**config.mk**
```make
export PLATFORM = sky130hd
export DESIGN_NAME = seg595_scan
export DESIGN_NICKNAME = d
export VERILOG_FILES = /design/src/rtl/seg595_scan.sv
export SDC_FILE = /design/constraint.sdc
export NUM_CORES = 1
export LEC_CHECK = 0
export ABC_AREA = 1
export CAP_MARGIN = 25
export CORE_MARGIN = 4
export CORE_UTILIZATION = 25
export DETAILED_ROUTE_END_ITERATION = 10
export GPL_ROUTABILITY_DRIVEN = 0
export PLACE_DENSITY = 0.46
export SLEW_MARGIN = 40
export SYNTH_ARGS = -nofsm -noshare
export SYNTH_HDL_FRONTEND = slang
export SYNTH_SLANG_ARGS = --single-unit
```
**constraint.sdc**
```tcl
create_clock -name clk_in -period 4.45 [get_ports clk_in]
set_input_delay 0.89 -clock clk_in [delete_from_list [all_inputs] [get_ports clk_in]]
set_output_delay 0.89 -clock clk_in [all_outputs]
set_load 0.005 [all_outputs]
```
**src/rtl/seg595_scan.sv**
```systemverilog
// rtl/seg595_scan.sv - six-digit 7-segment scanner driving two cascaded 74HC595s
// Optional build macro: LEADING_ZERO_BLANK_EN (blank digit 5 when hour_shi is zero).
module seg595_scan #(
  parameter int CLK_DIV = 2
) (
  input  logic       clk_in,
  input  logic       rst_in,
  input  logic [3:0] sec_ge,
  input  logic [3:0] sec_shi,
  input  logic [3:0] min_ge,
  input  logic [3:0] min_shi,
  input  logic [3:0] hour_ge,
  input  logic [3:0] hour_shi,
  output logic       rclk_out,
  output logic       sclk_out,
  output logic       sdio_out,
  output logic [2:0] digit_idx,
  output logic       frame_done
);

  typedef enum logic [1:0] {LOAD, SHIFT, LATCH} state_t;

  localparam logic [7:0] DIV_LAST = 8'(CLK_DIV - 1);

  state_t      state, state_d;
  logic [7:0]  div_cnt;
  logic [3:0]  bit_cnt;
  logic        half;
  logic [15:0] word_q;
  logic        div_end, bit_end;
  logic [3:0]  digit_bcd;
  logic [7:0]  seg, sel;
  logic [15:0] word;

  function automatic logic [7:0] bcd_to_seg(input logic [3:0] v);
    case (v)
      4'd0:    bcd_to_seg = 8'hC0;
      4'd1:    bcd_to_seg = 8'hF9;
      4'd2:    bcd_to_seg = 8'hA4;
      4'd3:    bcd_to_seg = 8'hB0;
      4'd4:    bcd_to_seg = 8'h99;
      4'd5:    bcd_to_seg = 8'h92;
      4'd6:    bcd_to_seg = 8'h82;
      4'd7:    bcd_to_seg = 8'hF8;
      4'd8:    bcd_to_seg = 8'h80;
      4'd9:    bcd_to_seg = 8'h90;
      default: bcd_to_seg = 8'hFF;
    endcase
  endfunction

  always_comb begin
    digit_bcd = 4'd0;
    case (digit_idx)
      3'd0:    digit_bcd = sec_ge;
      3'd1:    digit_bcd = sec_shi;
      3'd2:    digit_bcd = min_ge;
      3'd3:    digit_bcd = min_shi;
      3'd4:    digit_bcd = hour_ge;
      3'd5:    digit_bcd = hour_shi;
      default: digit_bcd = 4'd0;
    endcase
    seg = bcd_to_seg(digit_bcd);
    // digit_idx never exceeds 5, so select bits 7:6 always stay high
    sel = ~(8'h01 << digit_idx);
`ifdef LEADING_ZERO_BLANK_EN
    if (digit_idx == 3'd5 && hour_shi == 4'd0) seg = 8'hFF;
`endif
    word = {seg, sel};
  end

  always_comb begin
    state_d = state;
    div_end = (div_cnt == DIV_LAST);
    bit_end = div_end && half && (bit_cnt == 4'd15);
    case (state)
      LOAD:    state_d = SHIFT;
      SHIFT:   if (bit_end) state_d = LATCH;
      LATCH:   if (div_end) state_d = LOAD;
      default: state_d = LOAD;
    endcase
  end

  always_ff @(posedge clk_in) begin
    if (rst_in) begin
      state      <= LOAD;
      div_cnt    <= 8'd0;
      bit_cnt    <= 4'd0;
      half       <= 1'b0;
      word_q     <= 16'd0;
      rclk_out   <= 1'b0;
      sclk_out   <= 1'b0;
      sdio_out   <= 1'b0;
      digit_idx  <= 3'd0;
      frame_done <= 1'b0;
    end else begin
      state      <= state_d;
      frame_done <= 1'b0;
      div_cnt    <= (state == LOAD || div_end) ? 8'd0 : div_cnt + 8'd1;
      case (state)
        LOAD: begin
          word_q   <= word;
          sdio_out <= word[15];
          bit_cnt  <= 4'd0;
          half     <= 1'b0;
        end
        SHIFT: begin
          if (div_end) begin
            if (!half) begin
              half     <= 1'b1;
              sclk_out <= 1'b1;
            end else begin
              half     <= 1'b0;
              sclk_out <= 1'b0;
              // next bit goes out on the same edge that drops SCK
              if (bit_end) begin
                rclk_out <= 1'b1;
              end else begin
                bit_cnt  <= bit_cnt + 4'd1;
                sdio_out <= word_q[4'd14 - bit_cnt];
              end
            end
          end
        end
        LATCH: begin
          if (div_end) begin
            rclk_out   <= 1'b0;
            digit_idx  <= (digit_idx == 3'd5) ? 3'd0 : digit_idx + 3'd1;
            frame_done <= (digit_idx == 3'd5);
          end
        end
        default: ;
      endcase
    end
  end

endmodule

```
# Word-level counts from Yosys, hierarchy flattened
# Memories as Yosys holds them, arrays and structs flattened. A register that Yosys moved wholly into a read port is not among the register bits.
# Index checks and enable logic that the tools add are counted.
# totals
ff_bits,38
mem_bits_ro,112
inputBits,26
word_cells,72
mem_count,1
# mem_list
name,depth,word_bits,read_ports,rd_clocked_by_memory_dff,wr,line_no,source
(name not given),16,7,1,1,0,36,case (v)
# op_classes
addsub,4
magnitude_cmp,1
n_eq_ne,14
n_shift,1
muxes,23
n_bitwise,3
reduce_logical,15
# ops
operator,count
$pmux W4 S6,1
$mux W4,3
$mux W1,10
$ne A2 B2 Y1 const B,5
$add A8 B1 Y8 const B,1
$eq A8 B1 Y1 const B,1
$not A8 Y8,1
$pmux W4 S2,1
$reduce_and A2 Y1,4
$shl A1 B3 Y8 const A,1
$eq A3 B2 Y1 const B,2
$eq A3 B3 Y1 const B,2
$pmux W1 S2,3
$pmux W2 S3,1
$lt A4 B5 Y1 const B,1
$reduce_and A5 Y1,1
$add A4 B1 Y4 const B,1
$bmux W1 S4,1
$eq A4 B4 Y1 const B,1
$mux W2,2
$reduce_and A4 Y1,1
$reduce_bool A2 Y1,2
$sub A4 B4 Y4 const A,1
$add A3 B1 Y3 const B,1
other kinds (11),13

# Depth between registers and ports, before layout
# Gate-level depths: netlist of the first run.
# logic_depth
ltp_word,7
ltp_mapped,17
depth_no_buf,16

# Least setup slack after synthesis of the first run
# OpenSTA, ideal clock, no wires.
# synth_path
path_type,input-to-reg
start,in hour_shi[1]
end,reg word_q[11]
setup_ns,0.123
arrival_time_ns,1.917
required_time_ns,4.327
setup_slack_ns,2.410
cell_stages,11
path_buffers,0
path_cell_list,nand4_1 > nand2_1 > nor2_1 > nand2_1 > nand2_1 > inv_1 > ha_1 > inv_1 > nand3_1 > nand3_1 > a21oi_1
# synth_between
elab_chain_cells,1
# synth_lines
element,line_no,source
"start, declared",13,"input logic [3:0] hour_shi,"
$pmux W4 S6,53,case (digit_idx)
"end, declared",29,logic [15:0] word_q;
# Every way passes these cells.
# A chain may end at the register's enable or synchronous reset.

# Final worst setup path of the first run
# layout_path
start,reg digit_idx[2]
end,reg word_q[9]
# layout_between
elab_chain_cells,2
# layout_lines
element,line_no,source
"start, declared",17,"output logic [2:0] digit_idx,"
"start signal, assigned",127,digit_idx <= (digit_idx == 3'd5) ? 3'd0 : digit_idx + 3'd1;
$eq A3 B3 Y1 (tied with other cells),53,
$pmux W4 S6 *,53,
# Every way passes the cells marked *; elsewhere a longest branch is shown, timed or not.

==> results of run 1 <==
## final cells by class
type                       instances  area share, %
clock buffer                       5           2.54
clock inverter                     3           2.54
inverter                          52           7.20
sequential                        38           28.1
multi-input combinational        220           43.0
tap                              105           4.85
timing repair buffer              32           11.8
## stage by stage
step           power, mW  instance area [um^2]  instances
5_1_grt            0.842                  2710        455
6_report           0.802                  2710        455
3_5_place_dp       0.456                  2570        447
3_3_place_gp       0.456                  2570        447
2_1_floorplan      0.416                  2170        320
4_1_cts            0.811                  2710        455
## cells in the final DEF (no fill, tap or decap), drive strengths merged
cell / Yosys / routed
nor2: 34 / 34
o22ai: 3 / 3
a21oi: 22 / 22
ha: 11 / 11
a31oi: 1 / 1
clkbuf: 4 / 5
bufinv: 0 / 2
nor3b: 1 / 1
nand3b: 4 / 4
nor3: 2 / 2
xnor2: 2 / 2
o211ai: 4 / 4
o21ai: 24 / 24
a22oi: 1 / 1
xor2: 1 / 1
clkinv: 0 / 1
or2: 3 / 3
nand2: 61 / 61
nand4: 9 / 9
o31ai: 1 / 1
clkdlybuf4s50: 0 / 32
inv: 52 / 52
nand3: 36 / 36
dfxtp: 38 / 38
## synthesized netlist by cell type, types with 3 or more instances
library cell / n
nand2_1: 59
inv_1: 51
dfxtp_1: 38
nand3_1: 34
nor2_1: 32
o21ai_0: 24
a21oi_1: 22
ha_1: 11
nand4_1: 9
buf_2: 4
clkbuf_1: 4
nand3b_1: 4
o211ai_1: 4
o22ai_1: 3
## per-layer routing
layer | share of wire, % | global-route usage, %
met5 | 0 | 0
met1 | 54 | 16.9
met3 | 3.7 | 2.07
met4 | 1.3 | 3.68
met2 | 41 | 17.1
## power by group
part	leakage, nW	internal [mW]	switching (mW)
registers	0.312	0.354	0.00740
logic	0.814	0.0417	0.0441
clock network	0.0683	0.225	0.130
## flip-flops by register name (all words and copies together) (netlist names), 2 cells and up
name       count
digit_idx      3
div_cnt        8
bit_cnt        4
state          2
word_q        16
## final timing paths
kind / from / endpoint / slack, ns / depth (start not counted)
worst max-delay path: digit_idx[2]$_SDFFE_PP0P_ / word_q[9]$_SDFFE_PP0P_ / 1.79 / 14
worst min register to register: word_q[12]$_SDFFE_PP0P_ / word_q[12]$_SDFFE_PP0P_ / 0.45 / 2
worst min-delay path: word_q[12]$_SDFFE_PP0P_ / word_q[12]$_SDFFE_PP0P_ / 0.45 / 2
worst max register to register: digit_idx[2]$_SDFFE_PP0P_ / word_q[9]$_SDFFE_PP0P_ / 1.79 / 14
## logic make-up (layout without fill, tap and decap cells)
group	after synthesis	in the layout	synth area share (%)
adder cells (fa/ha/maj)	11	11	6.34
flip-flops	38	38	35.0
XOR/XNOR	3	3	1.21
buffers and inverters	62	92	11.5
AO/OA/AOI/OAI	56	56	13.8
AND/OR/NAND/NOR	150	150	32.1
## tightest hold or removal path, delay by kind of cell (launching register included)
family,cells,cell delay [ns]
flip-flops,1,0.32
AND/OR/NAND/NOR,2,0.10
==> flow_metrics.tcl, run 1 <==
set metrics [dict create \
    whs_ns 0.455 \
    yosysWarnings 0 \
    cts_setup_buffers 0 \
    synth_cell_types 32 \
    grt_overflow_total 0 \
    hold_class "reg -> reg" \
    leakagePower_nw 1.19 \
    grt_max_degree 20 \
    finalHoldViolCount 0 \
    fin_crit_sh_pct 59.8 \
    ys_async_sr_fraction_pct 0 \
    area.sequential_um2 761 \
    clock_latency_ns 0.29 \
    arrival_ns 2.86 \
    slowest_stage "dfxtp_1" \
    path_clk_slew_ns 0.08 \
    slew_headroom_pct 63.1 \
    synth.net_count 357 \
    critical_path_peak_fanout 14 \
    critPathCaptureType "register" \
    setup_slack_ns 1.79 \
    coreArea_mm2 0.00834 \
    avgRoutedWirePerCell_um 11.9 \
    layout_min_cycle_time_ns 2.66 \
    synth_top_area_share_pct 35.0 \
    via_per_inst 4.38 \
    rsz0062_at_grt "false" \
    cap_violations 0 \
    firstDrtPassIters 4 \
    critPathRequiredTime_ns 4.64 \
    critPathKind "reg -> reg" \
    synth_area_mm2 0.00217 \
    antenna_found_initial 0 \
    die_h_um 101 \
    crit_family "simple AND/OR/NAND/NOR gates" \
    grt_pass1_vias 2003 \
    cpMostUsedCell "nand2_1" \
    area_delta_synth_final_pct 24.8 \
    fillerInstances 916 \
    crit_path_start_kind "register" \
    die_area_mm2 0.0102 \
    drtIter0Drc 100 \
    cts_hold_buf 0 \
    via_count 1993 \
    yosysSeqAreaShare_pct 35.0 \
    rows 33 \
    drc_errors 0 \
    fmax_mhz 376 \
    synth.area.top_cells "dfxtp_1, nand2_1, inv_1" \
    cts.repair.resized 0 \
    setup_viol 0 \
    start_util_pct 26.0 \
    post-route-util_pct 32.5 \
    dominantRegCellSynth "dfxtp_1" \
    place_hpwl_um 4260 \
    cts_tree "yes" \
    port_buffers 32 \
    clock_sinks 38 \
    synth_top_cell_by_area "dfxtp_1" \
    pre_cts_ws_ns 1.62 \
    numCtsBuffers 5 \
    skew_ns 0.00914 \
    antenna-diode-count 0 \
    cts.path.max_buffers 2 \
    htreeDepth 2 \
    antenna_left 0 \
    path_buf_inv 4 \
    syn_avg_cell_area_um2 6.79 \
    ys_seq_elements 38 \
    ir_drop_mv 0.128 \
    grt_use_total_pct 11.6 \
    die_x_um 101 \
    fin_nets 386 \
    drive_gt1_share_pct 5.43 \
    synth_edf_count 0 \
    multiInputGateArea_mm2 0.00116 \
    synth_cells 320 \
    tightestPinTransition_ns 0.552 \
    setup_tns_ns 0 \
    maxSlewViolCount 0 \
    status "finished, final reports clean" \
    root_buffer "clkbuf_8" \
    cpPeakStageDelay_ns 0.63 \
    power_per_cell_area_mw_per_mm2 296 \
    drt-total-wl_um 5420 \
    grt_pass1_wl_um 9650 \
    ioPinCount 33 \
    worstPathCellList "inv_1 -> ha_1 -> nand2_1 -> nand2_1 -> nor2_1 -> nand2_1 -> nand2_1 -> inv_1 -> ha_1 -> inv_1 -> nand3_1 -> nand3_1 -> nand2_1 -> inv_1" \
]
No activity file was read; power rests on OpenSTA's default activity.
==> inputs of run 2 (changes only) <==
Settings changed: PLACE_DENSITY 0.46 to 0.48.
Clock period 4.45 ns to 2.36 ns, I/O delays scaled along.
==> flow_metrics.tcl, run 2 (synthesized netlist as in run 1, its figures left out) <==
set metrics [dict create \
    largest_reg_flops 16 \
    antenna-diode-count 0 \
    final_common_cell "nand2_1" \
    rrSetupSlack_ns 0.26 \
    antenna_left 0 \
    worstPathCellList "nand2_1 -> inv_1 -> ha_1 -> nand2_1 -> nand2_1 -> nor2_1 -> nand2_1 -> nand2_1 -> inv_1 -> ha_1 -> inv_1 -> nand3_1 -> nand3_1 -> a21oi_1" \
    drive_gt1_share_pct 7.52 \
    cts.path.max_buffers 2 \
    rsz0062_at_grt "false" \
    cpPeakStageDelay_ns 0.46 \
    slowest_stage "dfxtp_1" \
    grt_pass1_wl_um 9110 \
    skew_ns 0.00825 \
    coreArea_mm2 0.00834 \
    firstDrtPassIters 4 \
    power_per_cell_area_mw_per_mm2 481 \
    grt_use_total_pct 11.0 \
    tightestPinTransition_ns 0.396 \
    clock_sinks 38 \
    crit_family "simple AND/OR/NAND/NOR gates" \
    status "finished, final reports clean" \
    grt_max_degree 17 \
    via_per_inst 4.43 \
    crit_path_start_kind "register" \
    avgRoutedWirePerCell_um 11.4 \
    cts_setup_buffers 0 \
    path_buf_inv 3 \
    slew_headroom_pct 73.5 \
    cts.repair.resized 0 \
    drc_errors 0 \
    pre_cts_ws_ns 0.155 \
    numCtsBuffers 5 \
    root_buffer "clkbuf_8" \
    grt_pass1_vias 2004 \
    fmax_mhz 477 \
    die_area_mm2 0.0102 \
    htreeDepth 2 \
    maxSlewViolCount 0 \
    critPathRequiredTime_ns 2.53 \
    regMostFlops "word_q" \
    drtIter0Drc 57 \
    die_h_um 101 \
    hold_class "reg -> reg" \
    area_delta_synth_final_pct 25.8 \
    hp-start "rclk_out$_SDFFE_PP0P_" \
    timing.rr.start "digit_idx[1]$_SDFFE_PP0P_" \
    top_regs "word_q (16), div_cnt (8), bit_cnt (4)" \
    cp-startpoint "digit_idx[1]$_SDFFE_PP0P_" \
    ir_drop_mv 0.196 \
    cts_hold_buf 0 \
    ioPinCount 33 \
    cap_violations 0 \
    place_hpwl_um 4300 \
    drt-total-wl_um 5310 \
    critPathKind "reg -> reg" \
    setup_viol 0 \
    die_x_um 101 \
    critical_path_peak_fanout 5 \
    hold_path_depth 2 \
    critPathCaptureType "register" \
    cpMostUsedCell "nand2_1" \
    clock_latency_ns 0.29 \
    grt_overflow_total 0 \
    fillerInstances 946 \
    reg2regPathDepth 14 \
    leakagePower_nw 1.22 \
    whs_endpoint "rclk_out$_SDFFE_PP0P_" \
    arrival_ns 2.27 \
    layout_min_cycle_time_ns 2.10 \
    rows 33 \
    setup_slack_ns 0.262 \
    path_clk_slew_ns 0.07 \
    finalHoldViolCount 0 \
    via_count 2057 \
    fin_crit_sh_pct 88.9 \
    reg2reg_to "word_q[11]$_SDFFE_PP0P_" \
    place_inst 456 \
    port_buffers 32 \
    antenna_found_initial 0 \
    start_util_pct 26.0 \
    fin_nets 395 \
    totalPowerFinal_mw 1.31 \
    setup_tns_ns 0 \
    cts_tree "yes" \
    final_cell_mix "nand2_1, inv_1, dfxtp_1" \
    finalNonFillerCells 464 \
]
[run 2: per-layer routing]
metal  global-route usage, %  vias to the layer above  share of wire, %  wire length, um
li1                        -                     1112                 -                -
met1                    13.6                      898                47             2490
met2                    19.1                       43                47             2520
met3                    2.27                        4               4.7              252
met4                    3.37                        0               1.0               55
met5                       0                        -                 0                0
[run 2: area by class of cell]
cell class	instances	area [um^2]	area share (%)
clock buffer	6	82.6	3.02
multi-input combinational	220	1160	42.5
sequential	38	761	27.8
clock inverter	2	12.5	0.458
inverter	52	195	7.14
tap	105	131	4.81
timing repair buffer	41	388	14.2
[run 2: worst reg2reg max path: stages, from the launching register on]
cell     delay (ns)
dfxtp_1        0.46
nand2_1        0.08
inv_1          0.08
ha_1           0.28
nand2_1        0.08
nand2_1        0.06
nor2_1         0.04
nand2_1        0.10
nand2_1        0.14
inv_1          0.12
ha_1           0.23
inv_1          0.05
nand3_1        0.08
nand3_1        0.11
a21oi_1        0.07
[run 2: worst max path at each step]
stage                                         end  slack, ns  cells after the start
after floorplan           word_q[11]$_SDFFE_PP0P_       0.37                     14
after global placement    word_q[11]$_SDFFE_PP0P_       0.15                     11
after detailed placement  word_q[11]$_SDFFE_PP0P_       0.15                     11
after CTS                 word_q[11]$_SDFFE_PP0P_       0.23                     14
after global routing      word_q[11]$_SDFFE_PP0P_      0.006                     14
final                     word_q[11]$_SDFFE_PP0P_       0.26                     14
[run 2: where the power goes]
| part | switching [mW] | total, mW | leakage [nW] | internal [mW] |
|---|---|---|---|---|
| registers | 0.0123 | 0.680 | 0.312 | 0.667 |
| logic | 0.0838 | 0.167 | 0.859 | 0.0833 |
| clock network | 0.233 | 0.468 | 0.0472 | 0.235 |
| total | 0.329 | 1.31 | 1.22 | 0.985 |
[run 2: metrics by stage]
| stage | hold slack, ns | area (um^2) | utilization, % |
|---|---|---|---|
| 6_report | 0.458 | 2730 | 32.8 |
| 3_3_place_gp | 0.439 | 2640 | 31.6 |
| 4_1_cts | 0.460 | 2730 | 32.8 |
| 5_1_grt | 0.480 | 2730 | 32.8 |
| 3_5_place_dp | 0.444 | 2640 | 31.6 |
| 2_1_floorplan | 0.421 | 2170 | - |
==> inputs of run 3 (changes only) <==
Settings changed: CAP_MARGIN 25 to default.
==> results of run 3 <==
Same layout as run 2: the final DEF is identical, and so are final timing and power.
